## config.mk

```make
export PLATFORM = sky130hd
export DESIGN_NAME = wb_ctrl
export DESIGN_NICKNAME = d
export VERILOG_FILES = /design/src/rtl/wb_pkg.sv /design/src/rtl/wb_timeout_ctr.sv /design/src/rtl/wb_ctrl.sv
export SDC_FILE = /design/constraint.sdc
export NUM_CORES = 1
export LEC_CHECK = 0
export BUFFER_PORTS_ARGS = -buffer_cell sky130_fd_sc_hd__buf_2
export CAP_MARGIN = 20
export CORE_MARGIN = 5
export CORE_UTILIZATION = 58
export DETAILED_ROUTE_END_ITERATION = 7
export GPL_TIMING_DRIVEN = 1
export PLACE_DENSITY = 0.91
export SLEW_MARGIN = 30
export SYNTH_ARGS = -nofsm -noshare
export SYNTH_HDL_FRONTEND = slang
export SYNTH_HIERARCHICAL = 1
export SYNTH_SLANG_ARGS = --single-unit
export TNS_END_PERCENT = 50
```

## constraint.sdc

```tcl
create_clock -name i_clk -period 3.3 [get_ports i_clk]
set_input_delay 0 -clock i_clk [delete_from_list [all_inputs] [get_ports i_clk]]
set_output_delay 0 -clock i_clk [all_outputs]
set_load 0.02 [all_outputs]
```

## src/rtl/wb_pkg.sv

```systemverilog
// Shared types and helpers for the write-back sequencer: FSM state encoding,
// write-back mux select codes and the source normalization function.
package wb_pkg;

    typedef enum logic [1:0] {
        IDLE     = 2'b00,
        WAIT_MEM = 2'b01,
        WRITE    = 2'b10
    } wb_state_t;

    localparam logic [1:0] WB_SEL_MEM = 2'b00;
    localparam logic [1:0] WB_SEL_ALU = 2'b01;
    localparam logic [1:0] WB_SEL_PC4 = 2'b10;

    // Encoding 11 is an alias of PC+4, so the mux only ever sees three codes.
    function automatic logic [1:0] wb_norm_sel(input logic [1:0] sel);
        return (sel == 2'b11) ? WB_SEL_PC4 : sel;
    endfunction

endpackage

```

## src/rtl/wb_timeout_ctr.sv

```systemverilog
// Load-response watchdog: clearable, enabled up-counter that flags the cycle
// in which it holds MEM_TIMEOUT-1.
module wb_timeout_ctr #(
    parameter int MEM_TIMEOUT = 64
) (
    input  logic i_clk,
    input  logic i_reset,
    input  logic i_clear,
    input  logic i_enable,
    output logic o_tc
);

    localparam int CW = (MEM_TIMEOUT > 2) ? $clog2(MEM_TIMEOUT) : 1;
    localparam logic [CW-1:0] TC_VAL = CW'(MEM_TIMEOUT - 1);

    logic [CW-1:0] r_count;

    // Clear wins over enable so a fresh load always starts from zero.
    always_ff @(posedge i_clk) begin
        if (i_reset) begin
            r_count <= '0;
        end else if (i_clear) begin
            r_count <= '0;
        end else if (i_enable) begin
            r_count <= r_count + CW'(1);
        end
    end

    assign o_tc = (r_count == TC_VAL);

endmodule

```

## src/rtl/wb_ctrl.sv

```systemverilog
// Write-back sequencer for the single register-file write port: accepts one
// retiring instruction, waits for load data if needed, then issues one write.
module wb_ctrl
    import wb_pkg::*;
#(
    parameter int MEM_TIMEOUT = 64,
    parameter int CNT_W       = 32
) (
    input  logic             i_clk,
    input  logic             i_reset,
    input  logic             i_issue_valid,
    output logic             o_issue_ready,
    input  logic [4:0]       i_issue_rd,
    input  logic [1:0]       i_issue_sel,
    input  logic             i_mem_rsp_valid,
    input  logic             i_flush,
    output logic [1:0]       o_sel_wb,
    output logic             o_rf_we,
    output logic [4:0]       o_rf_waddr,
    output logic             o_wb_timeout,
    output logic [CNT_W-1:0] o_retire_cnt
);

    wb_state_t        r_state;
    wb_state_t        w_next_state;

    logic [4:0]       r_rd;
    logic [1:0]       r_sel;
    logic [1:0]       r_sel_wb;
    logic             r_rf_we;
    logic [4:0]       r_rf_waddr;
    logic             r_wb_timeout;
    logic [CNT_W-1:0] r_retire_cnt;

    logic             w_issue_ready;
    logic             w_accept;
    logic [1:0]       w_acc_sel;
    logic             w_rsp_ok;
    logic             w_load_wr;
    logic [4:0]       w_wr_rd;
    logic [1:0]       w_wr_sel;
    logic             w_ctr_en;
    logic             w_timeout_set;
    logic             w_tc;

    wb_timeout_ctr #(
        .MEM_TIMEOUT(MEM_TIMEOUT)
    ) u_timeout_ctr (
        .i_clk    (i_clk),
        .i_reset  (i_reset),
        .i_clear  (w_accept),
        .i_enable (w_ctr_en),
        .o_tc     (w_tc)
    );

    always_ff @(posedge i_clk) begin
        if (i_reset) begin
            r_state <= IDLE;
        end else begin
            r_state <= w_next_state;
        end
    end

    // Flush always lands in IDLE; an in-progress WRITE has already been
    // registered onto the port, so only the follow-on accept is lost.
    always_comb begin
        w_next_state = r_state;
        if (i_flush) begin
            w_next_state = IDLE;
        end else begin
            case (r_state)
                IDLE, WRITE: begin
                    if (w_accept) begin
                        w_next_state = (w_acc_sel == WB_SEL_MEM) ? WAIT_MEM : WRITE;
                    end else begin
                        w_next_state = IDLE;
                    end
                end
                WAIT_MEM: begin
                    if (i_mem_rsp_valid) begin
                        w_next_state = WRITE;
                    end else if (w_tc) begin
                        w_next_state = IDLE;
                    end
                end
                default: w_next_state = IDLE;
            endcase
        end
    end

    always_comb begin
        w_issue_ready = !i_reset && !i_flush && (r_state != WAIT_MEM);
        w_accept      = i_issue_valid && w_issue_ready;
        w_acc_sel     = wb_norm_sel(i_issue_sel);
        w_rsp_ok      = (r_state == WAIT_MEM) && i_mem_rsp_valid && !i_flush;
        w_load_wr     = (w_accept && (w_acc_sel != WB_SEL_MEM)) || w_rsp_ok;
        w_wr_rd       = w_accept ? i_issue_rd : r_rd;
        w_wr_sel      = w_accept ? w_acc_sel : r_sel;
        w_ctr_en      = (r_state == WAIT_MEM) && !i_mem_rsp_valid && !i_flush;
        w_timeout_set = w_ctr_en && w_tc;
    end

    // Write-port registers are loaded on the edge that enters WRITE, so the
    // strobe, address and select all appear together during WRITE.
    always_ff @(posedge i_clk) begin
        if (i_reset) begin
            r_rd         <= '0;
            r_sel        <= WB_SEL_ALU;
            r_sel_wb     <= WB_SEL_ALU;
            r_rf_we      <= 1'b0;
            r_rf_waddr   <= '0;
            r_wb_timeout <= 1'b0;
            r_retire_cnt <= '0;
        end else begin
            r_rf_we <= w_load_wr && (w_wr_rd != 5'd0);
            if (w_load_wr) begin
                r_rf_waddr <= w_wr_rd;
                r_sel_wb   <= w_wr_sel;
            end
            if (w_accept) begin
                r_rd  <= i_issue_rd;
                r_sel <= w_acc_sel;
            end
            if (w_timeout_set) begin
                r_wb_timeout <= 1'b1;
            end
            if (r_rf_we) begin
                r_retire_cnt <= r_retire_cnt + CNT_W'(1);
            end
        end
    end

    assign o_issue_ready = w_issue_ready;
    assign o_sel_wb      = r_sel_wb;
    assign o_rf_we       = r_rf_we;
    assign o_rf_waddr    = r_rf_waddr;
    assign o_wb_timeout  = r_wb_timeout;
    assign o_retire_cnt  = r_retire_cnt;

endmodule
```

==> results of run 1 <==
-- registers in the layout, indices dropped and copies added (netlist names) --
register               flops
o_retire_cnt              32
u_timeout_ctr/r_count      6
o_rf_waddr                 5
r_rd                       5
o_sel_wb                   2
r_sel                      2
r_state                    2
o_rf_we                    1
o_wb_timeout               1
-- Yosys cell counts (all sizes together) (2+ instances only) --
| cell type | count |
|---|---|
| xnor2 | 5 |
| dfxtp | 56 |
| a211oi | 6 |
| and4 | 6 |
| o21ai | 8 |
| o31ai | 10 |
| nand2 | 16 |
| ha | 2 |
| a21oi | 20 |
| nor4 | 3 |
| nor3 | 8 |
| xor2 | 11 |
| nand4 | 16 |
| or2 | 2 |
| nand3 | 13 |
| or3 | 8 |
| mux2i | 8 |
| and3 | 4 |
| and2 | 2 |
| buf | 9 |
| nor2b | 2 |
| mux2 | 2 |
| or4 | 11 |
| nor2 | 39 |
| clkbuf | 6 |
| inv | 6 |
-- stage by stage --
step / cells / hold WS, ns / utilization (%) / instance area, µm² / setup slack [ns]
6_report: 391 / 0.0504 / 72.0 / 2940 / 1.23
5_1_grt: 391 / 0.0819 / 72.0 / 2940 / 1.01
4_1_cts: 391 / 0.0420 / 72.0 / 2940 / 1.23
3_5_place_dp: 375 / 0.251 / 67.8 / 2770 / 1.28
3_3_place_gp: 375 / 0.246 / 67.8 / 2770 / 1.36
2_1_floorplan: 286 / 0.0768 / - / 2500 / 1.37
-- routing by layer --
| metal | global-route usage [%] | wire length [µm] | up-vias |
|---|---|---|---|
| met1 | 25.1 | 2430 | 1059 |
| li1 | - | - | 1156 |
| met3 | 5.28 | 386 | 11 |
| met4 | 8.16 | 75 | 0 |
| met5 | 0 | 0 | - |
| met2 | 35.3 | 2720 | 73 |
-- worst min-delay path by stage --
| stage | cells past startpoint | slack [ns] | endpoint | from |
|---|---|---|---|---|
| CTS | 3 | 0.04 | r_state[1] | i_mem_rsp_valid |
| global route | 3 | 0.08 | r_state[1] | i_mem_rsp_valid |
| global placement | 2 | 0.25 | r_state[0] | i_flush |
| floorplan | 1 | 0.08 | r_state[0] | i_flush |
| finish | 3 | 0.05 | r_state[1] | i_mem_rsp_valid |
| detailed placement | 2 | 0.25 | r_state[0] | i_flush |
-- area by class of cell --
cell class,count,area [µm²]
Sequential cell,56,1120
Clock inverter,3,23.8
Multi-Input combinational cell,209,1290
Timing Repair Buffer,62,353
Clock buffer,5,68.8
Inverter,6,22.5
Fill cell,332,1140
Tap cell,50,62.6
-- cells by family after synthesis --
kind of cell             after synthesis
AO/OA/AOI/OAI                         48
XOR/XNOR                              16
adder cells (fa/ha/maj)                2
buffers and inverters                 21
flip-flops                            56
multiplexers                          10
AND/OR/NAND/NOR                      133
-- critical path, cell delays in order (launching register included) --
cell     delay [ns]
dfxtp_1        0.41
ha_1           0.19
and3_1         0.31
nand3_1        0.35
or4_1          0.58
a21oi_1        0.16
-- report_power, final --
group	leakage [µW]	switching, µW	internal, µW	total (µW)
clock	0.0000404	228	151	379
combinational	0.000720	39.0	27.1	66.1
sequential	0.000452	4.95	684	689
total	0.00121	272	861	1130
-- repair_timing --
action                    4_1_cts  5_1_grt
hold buffers                    8        0
setup buffers                   0        0
gates resized for setup         0        0
hold endpoints to repair        9        0
==> out/summary.txt, run 1 <==
R2R setup slack: 1.23 ns
critical path peak fanout: 14
VDD IR-drop max: 0.000298 V
setup TNS: 0 ns
slew margin rel.: 45.9%
Routed Antenna Nets: 0
Leak Pwr: 0.00121 µW
Tot Pwr: 1130 µW
status: completed
GRT Util Overall: 20.8%
Detailed Routing Iterations Pass 1: 4
Starting Density: 61.1%
crit end category: flop
CTS tree: built
crit path capture: o_retire_cnt[24]
clock sink total: 56
TritonCTS Buffers: 5
Critical Path Start Type: flop
Worst Setup SP: o_retire_cnt[0]
r2r worst-path depth: 5
die height: 75.6 µm
DRC: 0
r2r startpoint: o_retire_cnt[0]
Tmin final: 2.07 ns
PD cells: 385 nW/µm²
Synth Instances: 286
commonest non-fill, non-tap cells in the layout: dfxtp_1, buf_2, nor2_1, a21oi_1, nand2_1
clk_lat worst skew: 0.31 ns
Synth area leader: dfxtp_1
XOR/XNOR Fraction of Synth Area: 5.61%
register bit count reported by yosys: 56
most common cell after layout, fill and taps aside: dfxtp_1
RD Place Congestion: 0.790
Area growth, synth to finish: 17.7%
pin count of the biggest net entering global routing: 54
Compound-Gate Fraction of Synth Area: 11.7%
final setup vio count: 0
Post-Synth Adder-Cell Area: 1.00%
syn avg cell area: 8.74 µm²
top_reg_cell synth: dfxtp_1
Total Nets Final: 354
Root Driver: clkbuf_8
total grt overflow: 0
Detailed Route WL: 5610 µm
mux contribution to synthesized area: 4.11%
wire per inst: 14.4 µm
RSZ-0062 raised after global routing: false
critical path required time: 3.54 ns
clk_skew: 0.00728 ns
number of max-cap violations: 0
CTS H-tree depth: 2
initial DRC count: 135
Yosys top cell area share: 44.9%
final hold vios: 0
Synth area leaders: dfxtp_1, nor2_1, a21oi_1, xor2_1, or4_1
Bufs on Longest Clock Path: 2
Core ar.: 4090 µm²
die area: 5720 µm²
row count: 23
Post-Synth Simple-Gate Area: 29.2%
Slew @ Worst Pin: 0.805 ns
Die Wd: 75.6 µm
DR vias: 2299
Via density: 5.88
hold crit path type: in -> reg
period utilisation layout: 62.8%
number of synthesized flops with an enable pin: 0
Cell variety after synth: 36
Max Fclk: 483 MHz
Syn Nets: 300
Slew Viols, Final: 0
ant diodes: 0
Crit path arrival time: 2.32 ns
sequential cell area fraction in the yosys report: 44.9%
ys async rst share: 0%
Buffers on Ports: 53
RR Endpoint: o_retire_cnt[24]
first-pass GRT wire length: 9340 µm
top-level I/O count: 54
main combinational cell family by area after synthesis: simple AND/OR/NAND/NOR gates
Cell Area, Synth: 2500 µm²
clock transition at the registers of the reported paths: 0.10 ns
number of global-route vias before repair: 2154
initial antenna violation count: 0
critical path class: reg -> reg
synth warn: 6
layout cells sized above 1: 20.5%
hpwl dp: 3980 µm
No activity file was read; power rests on OpenSTA's default activity.
==> run 2, diff against run 1 <==
--- a/config.mk
+++ b/config.mk
@@ -8,10 +8,10 @@
 export BUFFER_PORTS_ARGS = -buffer_cell sky130_fd_sc_hd__buf_2
 export CAP_MARGIN = 20
 export CORE_MARGIN = 5
-export CORE_UTILIZATION = 58
+export CORE_UTILIZATION = 54
 export DETAILED_ROUTE_END_ITERATION = 7
 export GPL_TIMING_DRIVEN = 1
-export PLACE_DENSITY = 0.91
+export PLACE_DENSITY = 0.86
 export SLEW_MARGIN = 30
 export SYNTH_ARGS = -nofsm -noshare
 export SYNTH_HDL_FRONTEND = slang
==> constraint.sdc (replaced) <==
create_clock -name i_clk -period 2 [get_ports i_clk]
set_input_delay 0 -clock i_clk [delete_from_list [all_inputs] [get_ports i_clk]]
set_output_delay 0 -clock i_clk [all_outputs]
set_load 0.02 [all_outputs]
==> out/summary.txt, run 2 (synthesis gave the netlist of run 1 again) <==
status: completed (unchanged)
hold crit path type: in -> reg (unchanged)
clock sink total: 56 (unchanged)
Sequential Area: 1120 µm² (about the same)
Bufs on Longest Clock Path: 2 (unchanged)
die height: 78.0 µm (was 75.6 µm)
initial antenna violation count: 0 (unchanged)
hpwl dp: 4080 µm (was 3980 µm)
kind of cell adding the most delay to the critical path: simple AND/OR/NAND/NOR gates (unchanged)
number of max-cap violations: 0 (unchanged)
clk_skew: 0.0139 ns (was 0.00728 ns)
initial DRC count: 167 (was 135)
Util after Layout: 69.0% (was 72.0%)
final setup vio count: 0 (unchanged)
total grt overflow: 0 (unchanged)
RSZ-0062 raised after global routing: false (unchanged)
final hold vios: 0 (unchanged)
critical path peak fanout: 6 (was 14)
CTS H-tree depth: 2 (unchanged)
Die Wd: 78.0 µm (was 75.6 µm)
Leak Pwr: 0.00129 µW (was 0.00121 µW)
commonest non-fill, non-tap cells in the layout: dfxtp_1, buf_2, nor2_1, a21oi_1, nand2_1 (unchanged)
dpl cell area: 2870 µm² (was 2770 µm²)
Starting Density: 56.6% (was 61.1%)
setup repair bufs after CTS: 0 (unchanged)
critical path class: reg -> reg (unchanged)
RD Place Congestion: 0.822 (was 0.790)
setup ws final: 0.0935 ns (was 1.23 ns)
die area: 6090 µm² (was 5720 µm²)
Detailed Route WL: 5890 µm (was 5610 µm)
CTS tree: built (unchanged)
row count: 24 (was 23)
most common cell after layout, fill and taps aside: dfxtp_1 (unchanged)
setup TNS: 0 ns (unchanged)
layout cells sized above 1: 24.3% (was 20.5%)
ant diodes: 0 (unchanged)
top-level I/O count: 54 (unchanged)
crit end category: flop (unchanged)
Routed Antenna Nets: 0 (unchanged)
Core ar.: 4410 µm² (was 4090 µm²)
GRT Util Overall: 19.6% (was 20.8%)
VDD IR-drop max: 0.000474 V (was 0.000298 V)
Filler cells: 350 (was 332)
multi-input logic area: 1290 µm² (about the same)
first-pass GRT wire length: 9930 µm (was 9340 µm)
DR vias: 2343 (was 2299)
Crit path arrival time: 2.12 ns (was 2.32 ns)
Max Fclk: 525 MHz (was 483 MHz)
Largest register FFs: 32 (unchanged)
Via density: 5.77 (was 5.88)
CP max-delay cell: or4_1 (unchanged)
Tmin final: 1.91 ns (was 2.07 ns)
Buffers on Ports: 53 (unchanged)
Critical Path Start Type: flop (unchanged)
Total Nets Final: 367 (was 354)
number of global-route vias before repair: 2202 (was 2154)
CP peak stage delay: 0.59 ns (was 0.58 ns)
clk_lat worst skew: 0.31 ns (about the same)
Worst Setup SP: o_retire_cnt[4] (was o_retire_cnt[0])
min-delay src: i_mem_rsp_valid (unchanged)
slew margin rel.: 64.4% (was 45.9%)
TritonCTS Buffers: 5 (unchanged)
Slew @ Worst Pin: 0.535 ns (was 0.805 ns)
Slew Viols, Final: 0 (unchanged)
Root Driver: clkbuf_8 (unchanged)
critical path required time: 2.21 ns (was 3.54 ns)
Design Area, Final: 3040 µm² (was 2940 µm²)
PD cells: 610 nW/µm² (was 385 nW/µm²)
clock transition at the registers of the reported paths: 0.10 ns (about the same)
pin count of the biggest net entering global routing: 54 (unchanged)
r2r startpoint: o_retire_cnt[4] (was o_retire_cnt[0])
DP Worst Slack: 0.111 ns (was 1.28 ns)
Area growth, synth to finish: 21.8% (was 17.7%)
wire per inst: 14.5 µm (was 14.4 µm)
CP cell instances: nand4_2 > or4_1 > nor4_2 > mux2_2 (was ha_1 > and3_1 > nand3_1 > or4_1 > a21oi_1)
Detailed Routing Iterations Pass 1: 4 (unchanged)
Crit path buffers/inverters: 0 (unchanged)
DRC: 0 (unchanged)
period utilisation layout: 95.3% (was 62.8%)
[run 2: layout make-up]
cell class / count / share of cell area [%]
clock buffers: 5 / 2.26
clock inverters: 3 / 0.617
inverters: 6 / 0.740
multi-input cells: 209 / 42.5
flip-flops and latches: 56 / 36.9
well taps: 52 / 2.14
repair buffers: 75 / 14.8
[run 2: timing repair]
| action | in CTS | in global routing |
|---|---|---|
| setup endpoints to repair | 0 | 4 |
| hold buffers | 8 | 0 |
| endpoints found under the hold margin | 10 | 0 |
| resized for setup | 0 | 3 |
[run 2: metrics by stage]
step           total power [µW]  hold slack, ns  std cells
2_1_floorplan              1220          0.0768        286
3_3_place_gp               1260           0.244        390
3_5_place_dp               1260           0.251        390
4_1_cts                    1870          0.0313        406
5_1_grt                    1930          0.0451        406
6_report                   1860          0.0362        406
[run 2: tightest hold or removal path, delay by kind of cell]
family                 cells  cell delay [ns]
and+or+nand+nor            1             0.12
AOI/OAI and AO/OA          1             0.06
buffers and inverters      1             0.11
[run 2: power by group]
group	switching, µW	leakage (µW)	internal [µW]
registers	7.60	0.000453	1130
clock network	364	0.0000479	245
logic	64.8	0.000786	46.5
total	437	0.00129	1420
[run 2: final timing paths]
check                           slack (ns)          endpoint  cells past startpoint
worst min-delay path                  0.04        r_state[1]                      3
worst max-delay path                  0.09  o_retire_cnt[31]                      4
worst max register to register        0.09  o_retire_cnt[31]                      4
worst min register to register        0.45          r_sel[0]                      2
[run 2: metal layers]
metal | vias up | global-route usage, % | share of wire, %
met2 | 70 | 32.3 | 48
met5 | - | 0 | 0
met1 | 1090 | 25.2 | 44
met4 | 0 | 5.24 | 0.63
met3 | 4 | 5.72 | 6.9
li1 | 1179 | - | -
==> run 3, diff against run 2 <==
==> constraint.sdc (replaced) <==
create_clock -name i_clk -period 2 [get_ports i_clk]
set_input_delay 0.4 -clock i_clk [delete_from_list [all_inputs] [get_ports i_clk]]
set_output_delay 0.4 -clock i_clk [all_outputs]
set_load 0.02 [all_outputs]
==> out/summary.txt, run 3 (synthesis gave the netlist of run 1 again) <==
status: completed (unchanged)
ant diodes: 0 (unchanged)
clock sink total: 56 (unchanged)
crit end category: flop (unchanged)
Via density: 5.82 (was 5.77)
layout cells sized above 1: 23.8% (was 24.3%)
critical path required time: 2.21 ns (about the same)
DRC: 0 (unchanged)
Area growth, synth to finish: 18.5% (was 21.8%)
die height: 78.0 µm (unchanged)
RD Place Congestion: 0.826 (was 0.822)
CP max-delay cell: or4_1 (unchanged)
Leak Pwr: 0.00124 µW (was 0.00129 µW)
R2R setup slack: 0.13 ns (was 0.09 ns)
Detailed Routing Iterations Pass 1: 4 (unchanged)
Filler cells: 363 (was 350)
Core ar.: 4410 µm² (unchanged)
setup TNS: 0 ns (unchanged)
Tmin final: 1.87 ns (was 1.91 ns)
CP peak stage delay: 0.57 ns (was 0.59 ns)
critical path class: reg -> reg (unchanged)
Max Fclk: 534 MHz (was 525 MHz)
clock transition at the registers of the reported paths: 0.10 ns (about the same)
top-level I/O count: 54 (unchanged)
Crit path arrival time: 2.08 ns (was 2.12 ns)
initial antenna violation count: 0 (unchanged)
die area: 6090 µm² (unchanged)
CTS tree: built (unchanged)
CP cell instances: nand4_2 > or4_1 > nor4_2 > mux2_2 (unchanged)
TritonCTS Buffers: 5 (unchanged)
setup ws final: 0.128 ns (was 0.0935 ns)
final setup vio count: 0 (unchanged)
PD cells: 634 nW/µm² (was 610 nW/µm²)
Total Nets Final: 358 (was 367)
initial DRC count: 151 (was 167)
Slew Viols, Final: 0 (unchanged)
hpwl dp: 4190 µm (was 4080 µm)
Buffers on Ports: 53 (unchanged)
setup repair bufs after CTS: 0 (unchanged)
Bufs on Longest Clock Path: 2 (unchanged)
Routed Antenna Nets: 0 (unchanged)
clk_lat worst skew: 0.31 ns (about the same)
wire per inst: 14.6 µm (was 14.5 µm)
number of max-cap violations: 0 (unchanged)
VDD IR-drop max: 0.000475 V (was 0.000474 V)
clk_skew: 0.0105 ns (was 0.0139 ns)
number of global-route vias before repair: 2232 (was 2202)
Die Wd: 78.0 µm (unchanged)
total grt overflow: 0 (unchanged)
row count: 24 (unchanged)
period utilisation layout: 93.6% (was 95.3%)
final hold vios: 0 (unchanged)
CTS H-tree depth: 2 (unchanged)
DP Worst Slack: 0.118 ns (was 0.111 ns)
first-pass GRT wire length: 9870 µm (was 9930 µm)
critical path peak fanout: 6 (unchanged)
hold crit path type: in -> reg (unchanged)
Root Driver: clkbuf_8 (unchanged)
commonest non-fill, non-tap cells in the layout: dfxtp_1, buf_2, nor2_1, a21oi_1, nand2_1 (unchanged)
Critical Path Start Type: flop (unchanged)
RSZ-0062 raised after global routing: false (unchanged)
most common cell after layout, fill and taps aside: dfxtp_1 (unchanged)
GRT Util Overall: 19.3% (was 19.6%)
Largest register FFs: 32 (unchanged)
Detailed Route WL: 5800 µm (was 5890 µm)
Starting Density: 56.6% (unchanged)
DR vias: 2312 (was 2343)
Slew @ Worst Pin: 0.502 ns (was 0.535 ns)
pin count of the biggest net entering global routing: 52 (was 54)
slew margin rel.: 66.5% (was 64.4%)
-- run 3: changes by cell type in the layout (fill, tap and decap cells not counted), moves of 2 or more --
cell	delta
dlygate4sd3_1	-8
dfxtp_1	+2
clkinv_2	-2
dfxtp_2	-2
-- run 3: worst paths after layout --
check	cells past startpoint	end	from
worst max register to register	4	o_retire_cnt[31]	o_retire_cnt[4]
worst min register to register	2	r_sel[0]	r_sel[0]
worst min-delay path	2	o_wb_timeout	i_reset
worst max-delay path	4	o_retire_cnt[31]	o_retire_cnt[4]
-- run 3: metal layers --
metal,wire length [µm],track usage (%),vias up
li1,-,-,1156
met3,385,5.26,11
met5,0,0,-
met2,2780,33.0,65
met4,95,6.42,0
met1,2540,23.6,1080
-- run 3: repair_timing --
action	4_1_cts	5_1_grt
endpoints found under the setup margin	0	3
gates resized for setup	0	1
hold buffers	0	0
-- run 3: layout make-up --
type                    count  area, µm²  share of cell area [%]
multi-input cells         209       1290                    43.7
flip-flops and latches     56       1120                    37.9
well taps                  52       65.1                    2.20
repair buffers             66        363                    12.3
inverters                   6       22.5                   0.761
clock buffers               7       86.3                    2.92
clock inverters             1       7.51                   0.254
-- run 3: through the flow --
step	cell area (µm²)	total power, µW	hold WS [ns]	utilization (%)	instances
after floorplan	2500	1220	0.415	-	286
after global placement	2860	1260	0.430	64.8	389
after detailed placement	2860	1260	0.441	64.8	389
after CTS	2960	1890	0.289	67.0	397
after global routing	2960	1950	0.303	67.1	397
final	2960	1880	0.294	67.1	397
-- run 3: report_power, final --
| part | leakage (µW) | switching [µW] | internal, µW |
|---|---|---|---|
| Combinational | 0.000747 | 63.3 | 36.3 |
| Clock | 0.0000445 | 359 | 282 |
| Sequential | 0.000452 | 7.57 | 1130 |
| Total | 0.00124 | 430 | 1450 |
-- run 3: worst max-delay path, delay by kind of cell (launching register included) --
kind             cells  cell delay, ns
DFF                  1            0.45
and+or+nand+nor      3            0.96
muxes                1            0.36
